`src/rtl/adder_arbiter_if.sv`:
```
// Bundle between the two requesters, the shared pipelined adder and the arbiter.
// slave = arbiter side, master = clients + adder side.
interface adder_arbiter_if #(
    parameter int W   = 128,
    parameter int LAT = 10
);
    localparam int IW = $clog2(LAT + 1);

    logic         req0_valid, req0_ready, req0_cin;
    logic [W-1:0] req0_a, req0_b;
    logic         req1_valid, req1_ready, req1_cin;
    logic [W-1:0] req1_a, req1_b;

    logic [W-1:0] add_a, add_b, add_s;
    logic         add_cin, add_cout;

    logic         rsp0_valid, rsp0_cout;
    logic [W-1:0] rsp0_s;
    logic         rsp1_valid, rsp1_cout;
    logic [W-1:0] rsp1_s;

    logic [IW-1:0] inflight;
    logic          busy;

    modport slave (
        input  req0_valid, req0_a, req0_b, req0_cin,
        input  req1_valid, req1_a, req1_b, req1_cin,
        output req0_ready, req1_ready,
        output add_a, add_b, add_cin,
        input  add_s, add_cout,
        output rsp0_valid, rsp0_s, rsp0_cout,
        output rsp1_valid, rsp1_s, rsp1_cout,
        output inflight, busy
    );

    modport master (
        output req0_valid, req0_a, req0_b, req0_cin,
        output req1_valid, req1_a, req1_b, req1_cin,
        input  req0_ready, req1_ready,
        input  add_a, add_b, add_cin,
        output add_s, add_cout,
        input  rsp0_valid, rsp0_s, rsp0_cout,
        input  rsp1_valid, rsp1_s, rsp1_cout,
        input  inflight, busy
    );
endinterface

```
`src/rtl/adder_arbiter.sv`:
```
// Round-robin sharing of one fixed-latency pipelined adder between two requesters;
// a LAT-deep owner tag pipeline routes each sum back to whoever issued it.
module adder_arbiter #(
    parameter int W   = 128,
    parameter int LAT = 10
) (
    input  logic           clk,
    input  logic           rst,
    adder_arbiter_if.slave bus
);
    localparam int IW = $clog2(LAT + 1);

    logic           r_prio;
    logic [LAT-1:0] r_tag_v;
    logic [LAT-1:0] r_tag_own;
    logic [IW-1:0]  r_inflight;

    logic w_gnt0, w_gnt1, w_issue, w_retire;

    // r_prio names the requester that wins when both are valid
    assign w_gnt0   = bus.req0_valid && (!bus.req1_valid || !r_prio);
    assign w_gnt1   = bus.req1_valid && (!bus.req0_valid ||  r_prio);
    assign w_issue  = w_gnt0 || w_gnt1;
    assign w_retire = r_tag_v[LAT-1];

    assign bus.req0_ready = w_gnt0;
    assign bus.req1_ready = w_gnt1;

    assign bus.add_a   = w_gnt0 ? bus.req0_a   : (w_gnt1 ? bus.req1_a   : '0);
    assign bus.add_b   = w_gnt0 ? bus.req0_b   : (w_gnt1 ? bus.req1_b   : '0);
    assign bus.add_cin = w_gnt0 ? bus.req0_cin : (w_gnt1 ? bus.req1_cin : 1'b0);

    assign bus.rsp0_valid = r_tag_v[LAT-1] && !r_tag_own[LAT-1];
    assign bus.rsp1_valid = r_tag_v[LAT-1] &&  r_tag_own[LAT-1];
    assign bus.rsp0_s     = bus.add_s;
    assign bus.rsp0_cout  = bus.add_cout;
    assign bus.rsp1_s     = bus.add_s;
    assign bus.rsp1_cout  = bus.add_cout;

    assign bus.inflight = r_inflight;
    assign bus.busy     = (r_inflight != '0);

    always_ff @(posedge clk or posedge rst) begin
        if (rst) begin
            r_prio     <= 1'b0;
            r_tag_v    <= '0;
            r_tag_own  <= '0;
            r_inflight <= '0;
        end else begin
            if (w_issue)
                r_prio <= w_gnt0;
            r_tag_v   <= {r_tag_v[LAT-2:0], w_issue};
            r_tag_own <= {r_tag_own[LAT-2:0], w_gnt1};
            case ({w_issue, w_retire})
                2'b10:   r_inflight <= r_inflight + 1'b1;
                2'b01:   r_inflight <= r_inflight - 1'b1;
                default: r_inflight <= r_inflight;
            endcase
        end
    end
endmodule

```
`src/flat_wrapper.sv`:
```
// flat-port wrapper written by rule: the top's interface ports become plain ports
module adder_arbiter_flat 
#(
    parameter int W   = 128,
    parameter int LAT = 10
)
  (clk, rst, bus_req0_valid, bus_req0_a, bus_req0_b, bus_req0_cin, bus_req1_valid, bus_req1_a, bus_req1_b, bus_req1_cin, bus_req0_ready, bus_req1_ready, bus_add_a, bus_add_b, bus_add_cin, bus_add_s, bus_add_cout, bus_rsp0_valid, bus_rsp0_s, bus_rsp0_cout, bus_rsp1_valid, bus_rsp1_s, bus_rsp1_cout, bus_inflight, bus_busy);
  adder_arbiter_if #(.W(W), .LAT(LAT)) bus_i ();
  input  logic clk;
  input  logic rst;
  input wire logic [$bits(bus_i.req0_valid)-1:0] bus_req0_valid;
  input wire logic [$bits(bus_i.req0_a)-1:0] bus_req0_a;
  input wire logic [$bits(bus_i.req0_b)-1:0] bus_req0_b;
  input wire logic [$bits(bus_i.req0_cin)-1:0] bus_req0_cin;
  input wire logic [$bits(bus_i.req1_valid)-1:0] bus_req1_valid;
  input wire logic [$bits(bus_i.req1_a)-1:0] bus_req1_a;
  input wire logic [$bits(bus_i.req1_b)-1:0] bus_req1_b;
  input wire logic [$bits(bus_i.req1_cin)-1:0] bus_req1_cin;
  output wire logic [$bits(bus_i.req0_ready)-1:0] bus_req0_ready;
  output wire logic [$bits(bus_i.req1_ready)-1:0] bus_req1_ready;
  output wire logic [$bits(bus_i.add_a)-1:0] bus_add_a;
  output wire logic [$bits(bus_i.add_b)-1:0] bus_add_b;
  output wire logic [$bits(bus_i.add_cin)-1:0] bus_add_cin;
  input wire logic [$bits(bus_i.add_s)-1:0] bus_add_s;
  input wire logic [$bits(bus_i.add_cout)-1:0] bus_add_cout;
  output wire logic [$bits(bus_i.rsp0_valid)-1:0] bus_rsp0_valid;
  output wire logic [$bits(bus_i.rsp0_s)-1:0] bus_rsp0_s;
  output wire logic [$bits(bus_i.rsp0_cout)-1:0] bus_rsp0_cout;
  output wire logic [$bits(bus_i.rsp1_valid)-1:0] bus_rsp1_valid;
  output wire logic [$bits(bus_i.rsp1_s)-1:0] bus_rsp1_s;
  output wire logic [$bits(bus_i.rsp1_cout)-1:0] bus_rsp1_cout;
  output wire logic [$bits(bus_i.inflight)-1:0] bus_inflight;
  output wire logic [$bits(bus_i.busy)-1:0] bus_busy;
  assign bus_i.req0_valid = bus_req0_valid;
  assign bus_i.req0_a = bus_req0_a;
  assign bus_i.req0_b = bus_req0_b;
  assign bus_i.req0_cin = bus_req0_cin;
  assign bus_i.req1_valid = bus_req1_valid;
  assign bus_i.req1_a = bus_req1_a;
  assign bus_i.req1_b = bus_req1_b;
  assign bus_i.req1_cin = bus_req1_cin;
  assign bus_req0_ready = bus_i.req0_ready;
  assign bus_req1_ready = bus_i.req1_ready;
  assign bus_add_a = bus_i.add_a;
  assign bus_add_b = bus_i.add_b;
  assign bus_add_cin = bus_i.add_cin;
  assign bus_i.add_s = bus_add_s;
  assign bus_i.add_cout = bus_add_cout;
  assign bus_rsp0_valid = bus_i.rsp0_valid;
  assign bus_rsp0_s = bus_i.rsp0_s;
  assign bus_rsp0_cout = bus_i.rsp0_cout;
  assign bus_rsp1_valid = bus_i.rsp1_valid;
  assign bus_rsp1_s = bus_i.rsp1_s;
  assign bus_rsp1_cout = bus_i.rsp1_cout;
  assign bus_inflight = bus_i.inflight;
  assign bus_busy = bus_i.busy;
  adder_arbiter #(.W(W), .LAT(LAT)) u_core (.clk(clk), .rst(rst), .bus(bus_i));
endmodule
```
`config.mk`:
```
export PLATFORM = sky130hd
export DESIGN_NAME = adder_arbiter_flat
export DESIGN_NICKNAME = d
export VERILOG_FILES = /design/src/rtl/adder_arbiter_if.sv /design/src/rtl/adder_arbiter.sv /design/src/flat_wrapper.sv
export SDC_FILE = /design/constraint.sdc
export NUM_CORES = 1
export LEC_CHECK = 0
export ABC_AREA = 1
export BUFFER_PORTS_ARGS = -buffer_cell sky130_fd_sc_hd__buf_4
export CAP_MARGIN = 20
export CORE_AREA = 2 2 451 453
export CTS_CLUSTER_DIAMETER = 120
export CTS_CLUSTER_SIZE = 20
export DETAILED_ROUTE_END_ITERATION = 10
export DIE_AREA = 0 0 453 455
export HOLD_SLACK_MARGIN = 0.15
export MAX_ROUTING_LAYER = met4
export PLACE_DENSITY = 0.3
export SLEW_MARGIN = 10
export SYNTH_ARGS = -nofsm -noshare
export SYNTH_HDL_FRONTEND = slang
export SYNTH_SLANG_ARGS = --single-unit
```
`constraint.sdc`:
```
create_clock -name clk -period 2.4 [get_ports clk]
set_input_delay 0.12 -clock clk [delete_from_list [all_inputs] [get_ports clk]]
set_output_delay 0.12 -clock clk [all_outputs]
set_load 0.03 [all_outputs]
```
==> results of run 1 <==
-- synthesized netlist by cell type, drive strengths merged --
cell | count | area, um^2
inv | 13 | 48.8
nand2 | 17 | 63.8
ha | 3 | 37.5
nor2 | 4 | 15.0
nand3 | 5 | 25.0
xor2 | 1 | 8.76
a22o | 257 | 2250
xnor2 | 1 | 8.76
or2 | 1 | 6.26
o21ai | 3 | 15.0
o211ai | 1 | 7.51
a21o | 1 | 7.51
dfrtp | 25 | 626
buf | 314 | 2510
-- placed cells by master, fill, tap and decap left out --
cell type	n
nand3_1	5
ha_1	2
buf_4	796
o211ai_1	1
nand2_1	15
clkinv_2	1
buf_12	7
or2_2	1
a21o_1	1
inv_8	2
diode_2	62
dfrtp_1	25
xnor2_1	1
clkbuf_16	3
nor2_1	4
xor2_1	1
nand2_2	2
a22o_1	257
inv_1	11
o21ai_0	3
dlygate4sd3_1	3
ha_2	1
-- cells by family (layout without fill, tap and decap cells) --
logic type	count (synthesis)	in the layout
compound gates	262	262
xor+xnor	2	2
fa+ha+maj	3	3
buf+inv	327	823
flops	25	25
other cells	0	62
simple gates	27	27
-- worst max-delay path by stage --
stage | start | endpoint | slack (ns)
after floorplan | u_core.r_prio | u_core.bus.inflight[2] | 0.54
after global placement | u_core.r_prio | u_core.bus.inflight[2] | 0.22
after detailed placement | u_core.r_prio | u_core.bus.inflight[2] | 0.23
after CTS | bus_req1_valid | bus_add_a[126] | 0.09
after global routing | bus_req1_valid | u_core.bus.inflight[2] | 0.02
final | bus_req1_valid | bus_add_a[42] | 0.14
-- critical path, cell delays in order --
cell and delay (ns):
dlygate4sd3_1 0.56, buf_4 0.16, nand2_1 0.07, nand2_2 0.10
inv_8 0.12, buf_12 0.20, buf_12 0.26, a22o_1 0.28
buf_4 0.19
-- registers in the layout (all words and copies together), names as in the netlist --
name and cells:
u_core.r_tag_v 10, u_core.bus.inflight 4, u_core.r_prio 1, u_core.r_tag_own 10
-- layer usage --
| metal | GRT usage [%] | vias up | part of all wire [%] |
|---|---|---|---|
| li1 | - | 3246 | - |
| met1 | 10.3 | 3826 | 31 |
| met2 | 18.6 | 907 | 48 |
| met3 | 8.73 | 238 | 18 |
| met4 | 1.89 | 0 | 2.6 |
| met5 | - | - | 0 |
-- timing repair --
item,in CTS,in global routing
endpoints found under the hold margin,26,0
hold buffers,3,0
resized for setup,0,3
setup endpoints to repair,0,1
-- power groups by stage --
| stage | Sequential (mW) | Clock [mW] | Combinational [mW] |
|---|---|---|---|
| 6_report | 0.560 | 0.372 | 3.90 |
| 3_5_place_dp | 0.569 | 0 | 3.97 |
| 5_1_grt | 0.572 | 0.399 | 4.10 |
| 2_1_floorplan | 0.611 | 0 | 2.68 |
| 3_3_place_gp | 0.567 | 0 | 3.98 |
| 4_1_cts | 0.562 | 0.382 | 3.98 |
-- through the flow --
stage	instance area (um^2)	power (mW)
2_1_floorplan	5630	3.29
3_3_place_gp	12600	4.55
3_5_place_dp	12600	4.53
4_1_cts	12700	4.93
5_1_grt	12900	5.07
6_report	12900	4.83
-- layout make-up --
class / count / area (um^2)
fill: 23700 / 188000
timing repair buffer: 806 / 6150
tap: 2672 / 3340
multi-input combinational: 294 / 2450
sequential: 25 / 626
antenna: 62 / 155
clock buffer: 3 / 75.1
inverter: 13 / 63.8
clock inverter: 1 / 5.00
==> qor.yml, run 1 <==
drt:
  drcViolationCount: 0
  via_per_inst: 2.12
  dr.pass1.iters: 7
  initialDrtViolationCount: 770
  post_drt_wl_per_cell_um: 30.9
  drtAntennaViolNets: 0
  drt-total-wl_um: 120000
  vias: 8217
yosys:
  yosysWarnings: 0
  synth-simple-area-share_pct: 1.96
  synthAdderAreaFrac_pct: 0.667
  yosys.area_share.xor_xnor_pct: 0.311
  synth_top_family_by_area: "buffers and inverters"
  syn_inst: 646
  synth-compound-area-share_pct: 40.5
  synth-seq-cells: 25
  synth_cell_types: 17
  syn_area_per_cell_um2: 8.72
  synthMuxAreaShare_pct: 0
  syn-num-nets: 1296
  ys_seq_area_share_pct: 11.1
  synthesis.area_um2: 5630
critical_path:
  r2r_cells: 14
  r2r_setup_slack_ns: 0.27
  arrival_ns: 2.14
  start_kind: "input pin"
  crit_path_end_kind: "primary output"
  worst_ep_required_time_ns: 2.28
  crit_fanout: 49
  r2r-end: "u_core.bus.inflight[2]"
  r2r_start: "u_core.r_prio"
  timing_worst_setup_path_type: "in -> out"
worst_hold_path:
  hold_path.class: "in -> reg"
  hold_depth: 3
  whs_endpoint: "u_core.r_tag_v[0]"
  hold_start: "bus_req0_valid"
timing:
  finalCritPeriodShare_pct: 94.3
  relSlewSlack_pct: 62.4
  worstMarginPinSlew_ns: 0.563
  period_needed_ns: 2.26
  drv_slew: 0
  fmax_mhz: 442
  fin_hold_ws_ns: 0.202
  finalHoldViolations: 0
  setup_viol: 0
  rsz0062_at_grt: "false"
  clock_skew_ns: 0.00464
  setup_ws_ns: 0.136
  tns_ns: 0
floorplanning:
  start_util_pct: 2.80
  fp.dieH_um: 455
  core-area_um2: 201000
  die_x_um: 453
  rows: 165
  dieArea_um2: 206000
  io_pins: 1171
clock_tree:
  cts_root_buf: "clkbuf_16"
  h-tree-depth: 1
  cts.path.max_buffers: 2
  clk_pin_slew_ns: 0.07
  cts_buffers: 3
  clk_latency_ns: 0.26
  cts_tree: "built"
  postCtsSetupBuffers: 0
  cts_sinks: 25
global_routing:
  grt_usage_pct: 11.2
  grt_first_pass_wirelength_um: 134000
  grt_max_degree: 93
  overflow: 0
  antenna_found_initial: 173
  grt_pass1_vias: 7479
power:
  powerDensity_nw_per_um2: 376
  clkPwrFrac_pct: 7.7
  p_seq_share_pct: 11.6
  combinationalPowerShare_pct: 80.7
  p_sw_mw: 2.52
  peakVddDrop_uv: 243
  p_int_mw: 2.32
  switching_share_pct: 52.1
  power.leakage_nw: 5.48
place:
  dp_hpwl_um: 113000
  port_buffers: 783
  gp_congestion: 0.832
  dpl_worst_slack_ns: 0.227
  place_inst: 3807
finish:
  layout-drive-gt1-share_pct: 71.2
  instances_no_fill: 3876
  fin_nets: 1793
  area_growth_pct: 129
  final_util_pct: 6.39
job:
  drv_cap: 0
run_status:
  status: "completed"
Power figures use the tool's default switching activity.
==> run 2: changes to the inputs <==
- CELL_PAD_IN_SITES_DETAIL_PLACEMENT: not set -> 1
- CELL_PAD_IN_SITES_GLOBAL_PLACEMENT: not set -> 1
- CORE_AREA: 2 2 451 453 -> 2 2 462 464
- DIE_AREA: 0 0 453 455 -> 0 0 464 466
==> run 2 against run 1 <==
First-iteration DRC count fell by 64%; fmax rose by 2.3%; die area rose by 4.9%; combinational power rose by 1%; critical endpoint is now bus_add_a[102].
==> qor.yml, run 2 (synthesized netlist as in run 1, its figures left out) <==
run_status:
  status: "completed"
floorplanning:
  start_util_pct: 2.67  # -0.13 points
  die_x_um: 464  # +2.4%
  rows: 169  # +2.4%
  core-area_um2: 211000  # +4.9%
  fp.dieH_um: 466  # +2.4%
  dieArea_um2: 216000  # +4.9%
  io_pins: 1171  # unchanged
place:
  placed_cell_area_um2: 12800  # +1.9%
  port_buffers: 783  # unchanged
  gp_congestion: 0.812  # -2.3%
  dp_hpwl_um: 118000  # +4.4%
timing:
  tns_ns: 0  # unchanged
  worstMarginPinSlew_ns: 0.568  # +0.00483 ns
  finalHoldViolations: 0  # unchanged
  relSlewSlack_pct: 62.1  # -0.36 points
  setup_viol: 0  # unchanged
  finalCritPeriodShare_pct: 92.2  # -2.2 points
  drv_slew: 0  # unchanged
  clock_skew_ns: 0.00345  # -0.00119 ns
  rsz0062_at_grt: "false"
  period_needed_ns: 2.21  # -0.0518 ns
  fmax_mhz: 452  # +2.3%
critical_path:
  crit_path_end_kind: "primary output"
  timing_worst_setup_path_type: "in -> out"
  start_kind: "input pin"
  r2r_start: "u_core.r_prio"
  arrival_ns: 2.09  # -0.05 ns
  worst_ep_required_time_ns: 2.28  # about the same
  cp_common_cell: "buf_4"
  path_cells: "buf_4, dlygate4sd3_1, nand2_1, buf_4, inv_8, buf_12, a22o_1, buf_4"
  slowest_delay_ns: 0.56  # about the same
  cp_slowest_cell: "dlygate4sd3_1"
  crit_path_start: "bus_req1_valid"
  r2r-end: "u_core.bus.inflight[2]"
  setup.worst_path.end: "bus_add_a[102]"
  r2r_cells: 13  # -1
  r2r_setup_slack_ns: 0.34  # +0.07 ns
  crit_fanout: 47  # -4.1%
clock_tree:
  cts_tree: "built"
  cts_root_buf: "clkbuf_16"
  cts_resized: 0  # unchanged
  clk_pin_slew_ns: 0.06  # about the same
  cts_sinks: 25  # unchanged
  h-tree-depth: 1  # unchanged
  clk_latency_ns: 0.26  # about the same
  cts_buffers: 3  # unchanged
  cts.path.max_buffers: 2  # unchanged
global_routing:
  grt_max_degree: 48  # -48%
  grt_pass1_vias: 8229  # +10%
  use_met2_pct: 18.1  # -0.44 points
  grt_usage_pct: 11.2  # -0.074 points
  antenna_found_initial: 174  # +0.58%
  grt_first_pass_wirelength_um: 141000  # +5.1%
  grtUsageMet3_pct: 11.7  # +3.0 points
  overflow: 0  # unchanged
  top_usage_layer: "met2"
  grt.met1_usage_pct: 8.80  # -1.5 points
finish:
  final_common_cell: "buf_4"
  area_growth_pct: 134
  num-fill-cells: 25300  # +6.4%
  final_cell_mix: "buf_4 (806), a22o_1 (257), dfrtp_1 (25), nand2_1 (17), inv_1 (11)"
  final_area_um2: 13200  # +2.6%
  layout-drive-gt1-share_pct: 71.1  # -0.072 points
  fin_nets: 1804  # +0.61%
  multiInputGateArea_um2: 2450  # -0.31%
  seq_area_um2: 626  # unchanged
drt:
  dr.pass1.iters: 4  # -3
  post_drt_wl_per_cell_um: 30.5  # -1.5%
  via_per_inst: 1.94  # -8.3%
  drcViolationCount: 0  # unchanged
  vias: 7907  # -3.8%
  drt-total-wl_um: 124000  # +3.4%
  initialDrtViolationCount: 278  # -64%
  drtAntennaViolNets: 0  # unchanged
job:
  drv_cap: 0  # unchanged
power:
  p_int_mw: 2.33  # +0.66%
  clkPwrFrac_pct: 7.5  # -0.2 points
  peakVddDrop_uv: 300  # +24%
  switching_share_pct: 52.2  # +0.15 points
  report.power.total_mw: 4.88  # +0.98%
  power.leakage_nw: 5.53  # +0.97%
  p_sw_mw: 2.55  # +1.3%
  powerDensity_nw_per_um2: 370  # -1.6%
  combinationalPowerShare_pct: 80.9  # +0.2 points
  p_seq_share_pct: 11.6  # about the same
worst_hold_path:
  hold_path.class: "in -> reg"
==> run 2: what timing repair did <==
action,4_1_cts,5_1_grt
hold buffers,4,0
endpoints found under the hold margin,26,0
buffers inserted,0,0
==> run 2: how the worst min path moves through the flow <==
stage                    from                     end  slack (ns)  depth (start not counted)
2_1_floorplan             rst  u_core.bus.inflight[0]        0.15                          1
3_3_place_gp    bus_add_s[60]          bus_rsp0_s[60]        0.24                          0
3_5_place_dp    bus_add_s[60]          bus_rsp0_s[60]        0.24                          0
4_1_cts        bus_req0_valid       u_core.r_tag_v[0]        0.21                          4
5_1_grt        bus_req0_valid       u_core.r_tag_v[0]        0.23                          4
6_report       bus_req0_valid       u_core.r_tag_v[0]        0.20                          4
==> run 2: stage by stage <==
step / std cells / util, % / hold WS, ns / worst slack, ns
finish: 4066 / 6.25 / 0.203 / 0.188
detailed placement: 3965 / 6.08 / 0.240 / 0.327
floorplan: 646 / - / 0.147 / 0.543
global placement: 3965 / 6.08 / 0.240 / 0.294
global route: 4055 / 6.24 / 0.232 / 0.0549
CTS: 3973 / 6.13 / 0.211 / 0.112
==> run 2: layer usage <==
metal / wire, um / part of all wire, %
met1: 35400 / 29
met2: 57000 / 46
met3: 28400 / 23
met4: 3100 / 2.5
met5: 0 / 0
==> run 2: worst max-delay path: cells and delay by family <==
family / cells / cell delay [ns]
buffers and inverters: 6 / 1.55
and+or+nand+nor: 1 / 0.07
AOI/OAI and AO/OA: 1 / 0.28
==> run 2: final cells by class <==
cell class	instances	share of cell area (%)
timing repair buffer	817	47.2
tap	2821	26.7
multi-input combinational	294	18.5
sequential	25	4.74
antenna	92	1.74
clock buffer	3	0.569
inverter	13	0.483
clock inverter	1	0.0379
==> run 2: power groups by stage <==
stage          registers, mW  clock network [mW]  logic (mW)
2_1_floorplan          0.611                   0        2.68
3_3_place_gp           0.576                   0        4.06
3_5_place_dp           0.578                   0        4.05
4_1_cts                0.572               0.382        4.07
5_1_grt                0.580               0.405        4.17
6_report               0.566               0.368        3.95
